## src/rtl/md4_round3_iter.sv

```systemverilog
// rtl/md4_round3_iter.sv - iterative MD4 round-3 engine, one step per clock, with chaining feed-forward
module md4_round3_iter #(
    parameter logic [31:0] K3           = 32'h6ED9EBA1,
    parameter bit          FEED_FORWARD = 1'b1
) (
    input  logic         clk,
    input  logic         rst,
    input  logic         in_valid,
    output logic         in_ready,
    input  logic [31:0]  a,
    input  logic [31:0]  b,
    input  logic [31:0]  c,
    input  logic [31:0]  d,
    input  logic [511:0] x,
    input  logic [31:0]  ha,
    input  logic [31:0]  hb,
    input  logic [31:0]  hc,
    input  logic [31:0]  hd,
    output logic         out_valid,
    input  logic         out_ready,
    output logic [31:0]  out_a,
    output logic [31:0]  out_b,
    output logic [31:0]  out_c,
    output logic [31:0]  out_d
);

    typedef enum logic [1:0] {S_IDLE, S_RUN, S_DONE} state_t;

    state_t         r_state;
    state_t         w_state_nxt;
    logic [3:0]     r_step;
    logic [31:0]    r_a, r_b, r_c, r_d;
    logic [511:0]   r_x;
    logic [31:0]    r_ha, r_hb, r_hc, r_hd;
    logic [31:0]    r_out_a, r_out_b, r_out_c, r_out_d;
    logic           r_out_valid;

    logic [3:0]     w_k;
    logic [31:0]    w_xk, w_base, w_mix, w_sum, w_rot;
    logic [31:0]    w_na, w_nb, w_nc, w_nd;
    logic [31:0]    w_fa, w_fb, w_fc, w_fd;

    // Round-3 word order is the bit-reversal of the step index
    assign w_k  = {r_step[0], r_step[1], r_step[2], r_step[3]};
    assign w_xk = r_x[{w_k, 5'd0} +: 32];

    always_comb begin
        w_base = r_a;
        w_mix  = r_b ^ r_c ^ r_d;
        case (r_step[1:0])
            2'd1:    begin w_base = r_d; w_mix = r_a ^ r_b ^ r_c; end
            2'd2:    begin w_base = r_c; w_mix = r_d ^ r_a ^ r_b; end
            2'd3:    begin w_base = r_b; w_mix = r_c ^ r_d ^ r_a; end
            default: ;
        endcase
        w_sum = w_base + w_mix + w_xk + K3;
        case (r_step[1:0])
            2'd0:    w_rot = {w_sum[28:0], w_sum[31:29]};
            2'd1:    w_rot = {w_sum[22:0], w_sum[31:23]};
            2'd2:    w_rot = {w_sum[20:0], w_sum[31:21]};
            default: w_rot = {w_sum[16:0], w_sum[31:17]};
        endcase
        w_na = r_a;
        w_nb = r_b;
        w_nc = r_c;
        w_nd = r_d;
        case (r_step[1:0])
            2'd0:    w_na = w_rot;
            2'd1:    w_nd = w_rot;
            2'd2:    w_nc = w_rot;
            default: w_nb = w_rot;
        endcase
        w_fa = FEED_FORWARD ? w_na + r_ha : w_na;
        w_fb = FEED_FORWARD ? w_nb + r_hb : w_nb;
        w_fc = FEED_FORWARD ? w_nc + r_hc : w_nc;
        w_fd = FEED_FORWARD ? w_nd + r_hd : w_nd;
    end

    always_comb begin
        w_state_nxt = r_state;
        case (r_state)
            S_IDLE:  if (in_valid) w_state_nxt = S_RUN;
            S_RUN:   if (r_step == 4'd15) w_state_nxt = S_DONE;
            S_DONE:  if (out_ready) w_state_nxt = S_IDLE;
            default: w_state_nxt = S_IDLE;
        endcase
    end

    always_ff @(posedge clk) begin
        if (rst) begin
            r_state     <= S_IDLE;
            r_step      <= 4'd0;
            r_a         <= '0;
            r_b         <= '0;
            r_c         <= '0;
            r_d         <= '0;
            r_x         <= '0;
            r_ha        <= '0;
            r_hb        <= '0;
            r_hc        <= '0;
            r_hd        <= '0;
            r_out_a     <= '0;
            r_out_b     <= '0;
            r_out_c     <= '0;
            r_out_d     <= '0;
            r_out_valid <= 1'b0;
        end else begin
            r_state <= w_state_nxt;
            case (r_state)
                S_IDLE: begin
                    if (in_valid) begin
                        r_a    <= a;
                        r_b    <= b;
                        r_c    <= c;
                        r_d    <= d;
                        r_x    <= x;
                        r_ha   <= ha;
                        r_hb   <= hb;
                        r_hc   <= hc;
                        r_hd   <= hd;
                        r_step <= 4'd0;
                    end
                end
                S_RUN: begin
                    r_a <= w_na;
                    r_b <= w_nb;
                    r_c <= w_nc;
                    r_d <= w_nd;
                    if (r_step == 4'd15) begin
                        r_out_a     <= w_fa;
                        r_out_b     <= w_fb;
                        r_out_c     <= w_fc;
                        r_out_d     <= w_fd;
                        r_out_valid <= 1'b1;
                    end else begin
                        r_step <= r_step + 4'd1;
                    end
                end
                S_DONE: begin
                    if (out_ready) r_out_valid <= 1'b0;
                end
                default: ;
            endcase
        end
    end

    assign in_ready  = (r_state == S_IDLE);
    assign out_valid = r_out_valid;
    assign out_a     = r_out_a;
    assign out_b     = r_out_b;
    assign out_c     = r_out_c;
    assign out_d     = r_out_d;

endmodule

```

## config.mk

```make
export PLATFORM = sky130hd
export DESIGN_NAME = md4_round3_iter
export DESIGN_NICKNAME = d
export VERILOG_FILES = /design/src/rtl/md4_round3_iter.sv
export SDC_FILE = /design/constraint.sdc
export NUM_CORES = 2
export LEC_CHECK = 0
export CORE_MARGIN = 8
export CORE_UTILIZATION = 28
export CTS_BUF_LIST = sky130_fd_sc_hd__clkbuf_8
export DETAILED_ROUTE_END_ITERATION = 8
export GPL_ROUTABILITY_DRIVEN = 0
export PLACE_DENSITY_LB_ADDON = 0.05
export SLEW_MARGIN = 20
export SYNTH_ARGS = -nofsm -noshare
export SYNTH_HDL_FRONTEND = slang
export SYNTH_SLANG_ARGS = --single-unit
```

## constraint.sdc

```tcl
create_clock -name clk -period 12.5 [get_ports clk]
set_clock_uncertainty 0.05 [all_clocks]
set_input_delay 1.25 -clock clk [delete_from_list [all_inputs] [get_ports clk]]
set_output_delay 1.25 -clock clk [all_outputs]
set_load 0.02 [all_outputs]
```

==> metrics.yaml <==
outcome:
  status: "finished, final reports clean"
hold_path:
  hold_end: "out_b[14]"
  min_from: "out_b[14]"
  holdPathStages: 2
  worstHoldPathType: "reg2reg"
global_route:
  antenna_found_initial: 75
  grt_overflow: 0
  grt_pass1_wl_um: 357000
  grt_pass1_vias: 48160
  track_usage: 0.2525
  grt_max_degree: 208
synth:
  synth_seq_area_share: 0.3619
  ys_seq_elements: 903
  yosysWarningCount: 0
  synth.distinct_cells: 94
  netlist_instances: 6179
  avgSynthCellArea_um2: 8.083
  syn_area_um2: 49950
  synth_edf_count: 0
  async_reset_ff_frac: 0
  ys.flop_type: "dfxtp_1"
  synth_fp_nets: 7179
cts:
  htreeDepth: 4
  post_cts_buffers: 0
  cts_buffers: 175
  clk_pin_slew_ns: 0.05
  worstSkewPairLatency_ns: 0.97
  cts_root_buffer: "clkbuf_8"
  cts_resized: 0
  cts_buffer_depth: 3
  ctsHoldBuffers: 0
  cts_tree: "built"
  cts.sinks: 903
sta:
  setup_viol: 0
  rsz0062_at_grt: "no"
  fin_crit_sh: 0.8378
  fin_tns_setup_ns: 0
  finalCriticalPeriod_ns: 10.47
  drv_slew: 0
  whs_ns: 0.3992
  slew_headroom: 0.2225
  hold_viol: 0
  clock.fmax_ghz: 0.09548
  worstMarginPinSlew_ns: 1.154
final_layout:
  fin_nets: 7903
  regArea_um2: 18090
  mostFrequentLayoutCells: "nand2_1, a21oi_1, clkdlybuf4s50_1, dfxtp_1, nor2_1"
  multiInputGateArea_um2: 29770
  fillerInstances: 18830
  area_growth_pct: 29.49
  layout-drive-gt1-share: 0.09480
  final_area_um2: 64670
  final_common_cell: "nand2_1"
worst_setup_path:
  reg2reg_from: "r_step[0]"
  worstSetupStartpointType: "flip-flop"
  end_kind: "flip-flop"
  r2r_end: "out_d[20]"
  critPathArrivalTime_ns: 11.25
  ff2ff_setup_slack_ns: 2.03
  cp_max_fo: 45
  required_ns: 13.27
  reg2reg_depth: 31
  cp_slowest_cell: "clkinv_1"
  max_stage_delay_ns: 0.75
  path_class: "reg2reg"
place:
  postPlaceCellArea_um2: 61040
  dp_hpwl_um: 196300
  port_buffers: 901
power_and_ir_drop:
  p_per_area_nw_per_um2: 214.2
  leakagePower_nw: 25.02
  vdd_drop_max_uv: 245.7
  finalPower_mw: 13.85
route:
  routed_wl_um: 254800
  ant_nets: 0
  top_layer: "met5"
  met1_length_um: 103400
  initialDrtViolationCount: 4326
  vias: 49080
  routed-wl-met3_um: 16810
  first_pass_iters: 6
  routedWlPerCell_um: 27.05
  vias_per_cell: 5.211
  drc: 0
  dr_wl_met2_um: 121400
flow_run:
  maxCapViolCount: 0
floorplan:
  die-area_um2: 192100
  std_cell_rows: 155
  core-area_um2: 177800
  start_util: 0.2808
  dieHeight_um: 438.3
  die-width_um: 438.3
  ios: 902
through the flow:
stage / util / worst slack (ns) / instances
after floorplan: - / 3.452 / 6179
after global placement: 0.3432 / 2.397 / 9081
after detailed placement: 0.3432 / 2.309 / 9081
after CTS: 0.3633 / 2.274 / 9391
after global routing: 0.3634 / 1.572 / 9400
final: 0.3637 / 2.027 / 9419
worst max-delay path by stage:
stage / startpoint / end / slack [ns]
after CTS: r_step[0] / out_d[30] / 2.27
after detailed placement: r_step[0] / out_d[30] / 2.31
after floorplan: r_step[3] / out_c[30] / 3.45
after global placement: r_step[0] / out_c[30] / 2.40
final: r_step[0] / out_d[20] / 2.03
after global routing: r_step[0] / out_d[30] / 1.57
cells in the mapped netlist (all sizes together) (12+ instances only):
cell type	instances	share of area
nand2	1785	0.13
a21oi	984	0.099
dfxtp	903	0.36
clkbuf	372	0.028
nor2	238	0.018
ha	193	0.048
mux4	160	0.072
o21ai	141	0.014
inv	135	0.010
xnor2	133	0.023
xor2	128	0.023
mux2	97	0.022
a21o	76	0.011
buf	63	0.0055
nand3	55	0.0055
a22oi	54	0.0081
nor3	41	0.0042
a211oi	40	0.0061
fa	35	0.014
o21a	35	0.0053
a222oi	34	0.0068
o221ai	33	0.0059
a221oi	31	0.0061
and3	29	0.0036
o211a	25	0.0050
a311oi	23	0.0040
a31oi	23	0.0036
o21bai	20	0.0030
a2111oi	19	0.0045
a221o	18	0.0036
nand2b	17	0.0021
a22o	16	0.0028
nor2b	16	0.0020
o211ai	16	0.0024
a211o	14	0.0025
mux2i	14	0.0028
nor4	14	0.0018
o22ai	13	0.0016
o31ai	13	0.0021
and2	12	0.0015
or3	12	0.0015
per-layer routing:
metal,GRT usage,vias up
met1,0.3043,23780
li1,-,23080
met3,0.05966,433
met5,0,-
met4,0.1090,50
met2,0.4296,1745
power by group:
| part | switching [mW] | leakage [nW] | internal (mW) |
|---|---|---|---|
| registers | 0.230 | 7.41 | 3.07 |
| logic | 4.96 | 15.6 | 2.53 |
| clock network | 1.42 | 2.06 | 1.64 |
| total | 6.61 | 25.0 | 7.24 |
cell type report:
type,instances,share of cell area
repair buffers,982,0.1503
clock inverters,84,0.007042
well taps,2355,0.04556
flip-flops and latches,903,0.2797
inverters,137,0.007951
clock buffers,226,0.04810
multi-input cells,4704,0.4603
diodes,28,0.001083
worst max-delay path: cells and delay by family (launching register included):
kind | cells | cell delay, ns
AOI/OAI and AO/OA | 16 | 5.06
xor gates and xnor gates | 1 | 0.16
adders and majority gates | 6 | 2.56
buffers and inverters | 2 | 0.95
DFF | 1 | 0.50
muxes | 1 | 0.32
and+or+nand+nor | 5 | 0.70
sequential cells by signal, summed over array words and instances, names as in the netlist:
name and flops:
r_d 32, r_step 4, r_ha 32, out_a 32, out_c 32, r_c 32
r_hd 32, r_hc 32, r_b 32, out_b 32, out_d 32, out_valid 1
r_a 32, r_x 512, r_state 2, r_hb 32
cell families after synthesis:
family,synth area share
compound gates,0.2093
mux,0.09682
flops,0.3619
buf+inv,0.04379
simple gates,0.1797
fa+ha+maj,0.06238
xor+xnor,0.04607
No activity file was read; power rests on OpenSTA's default activity.
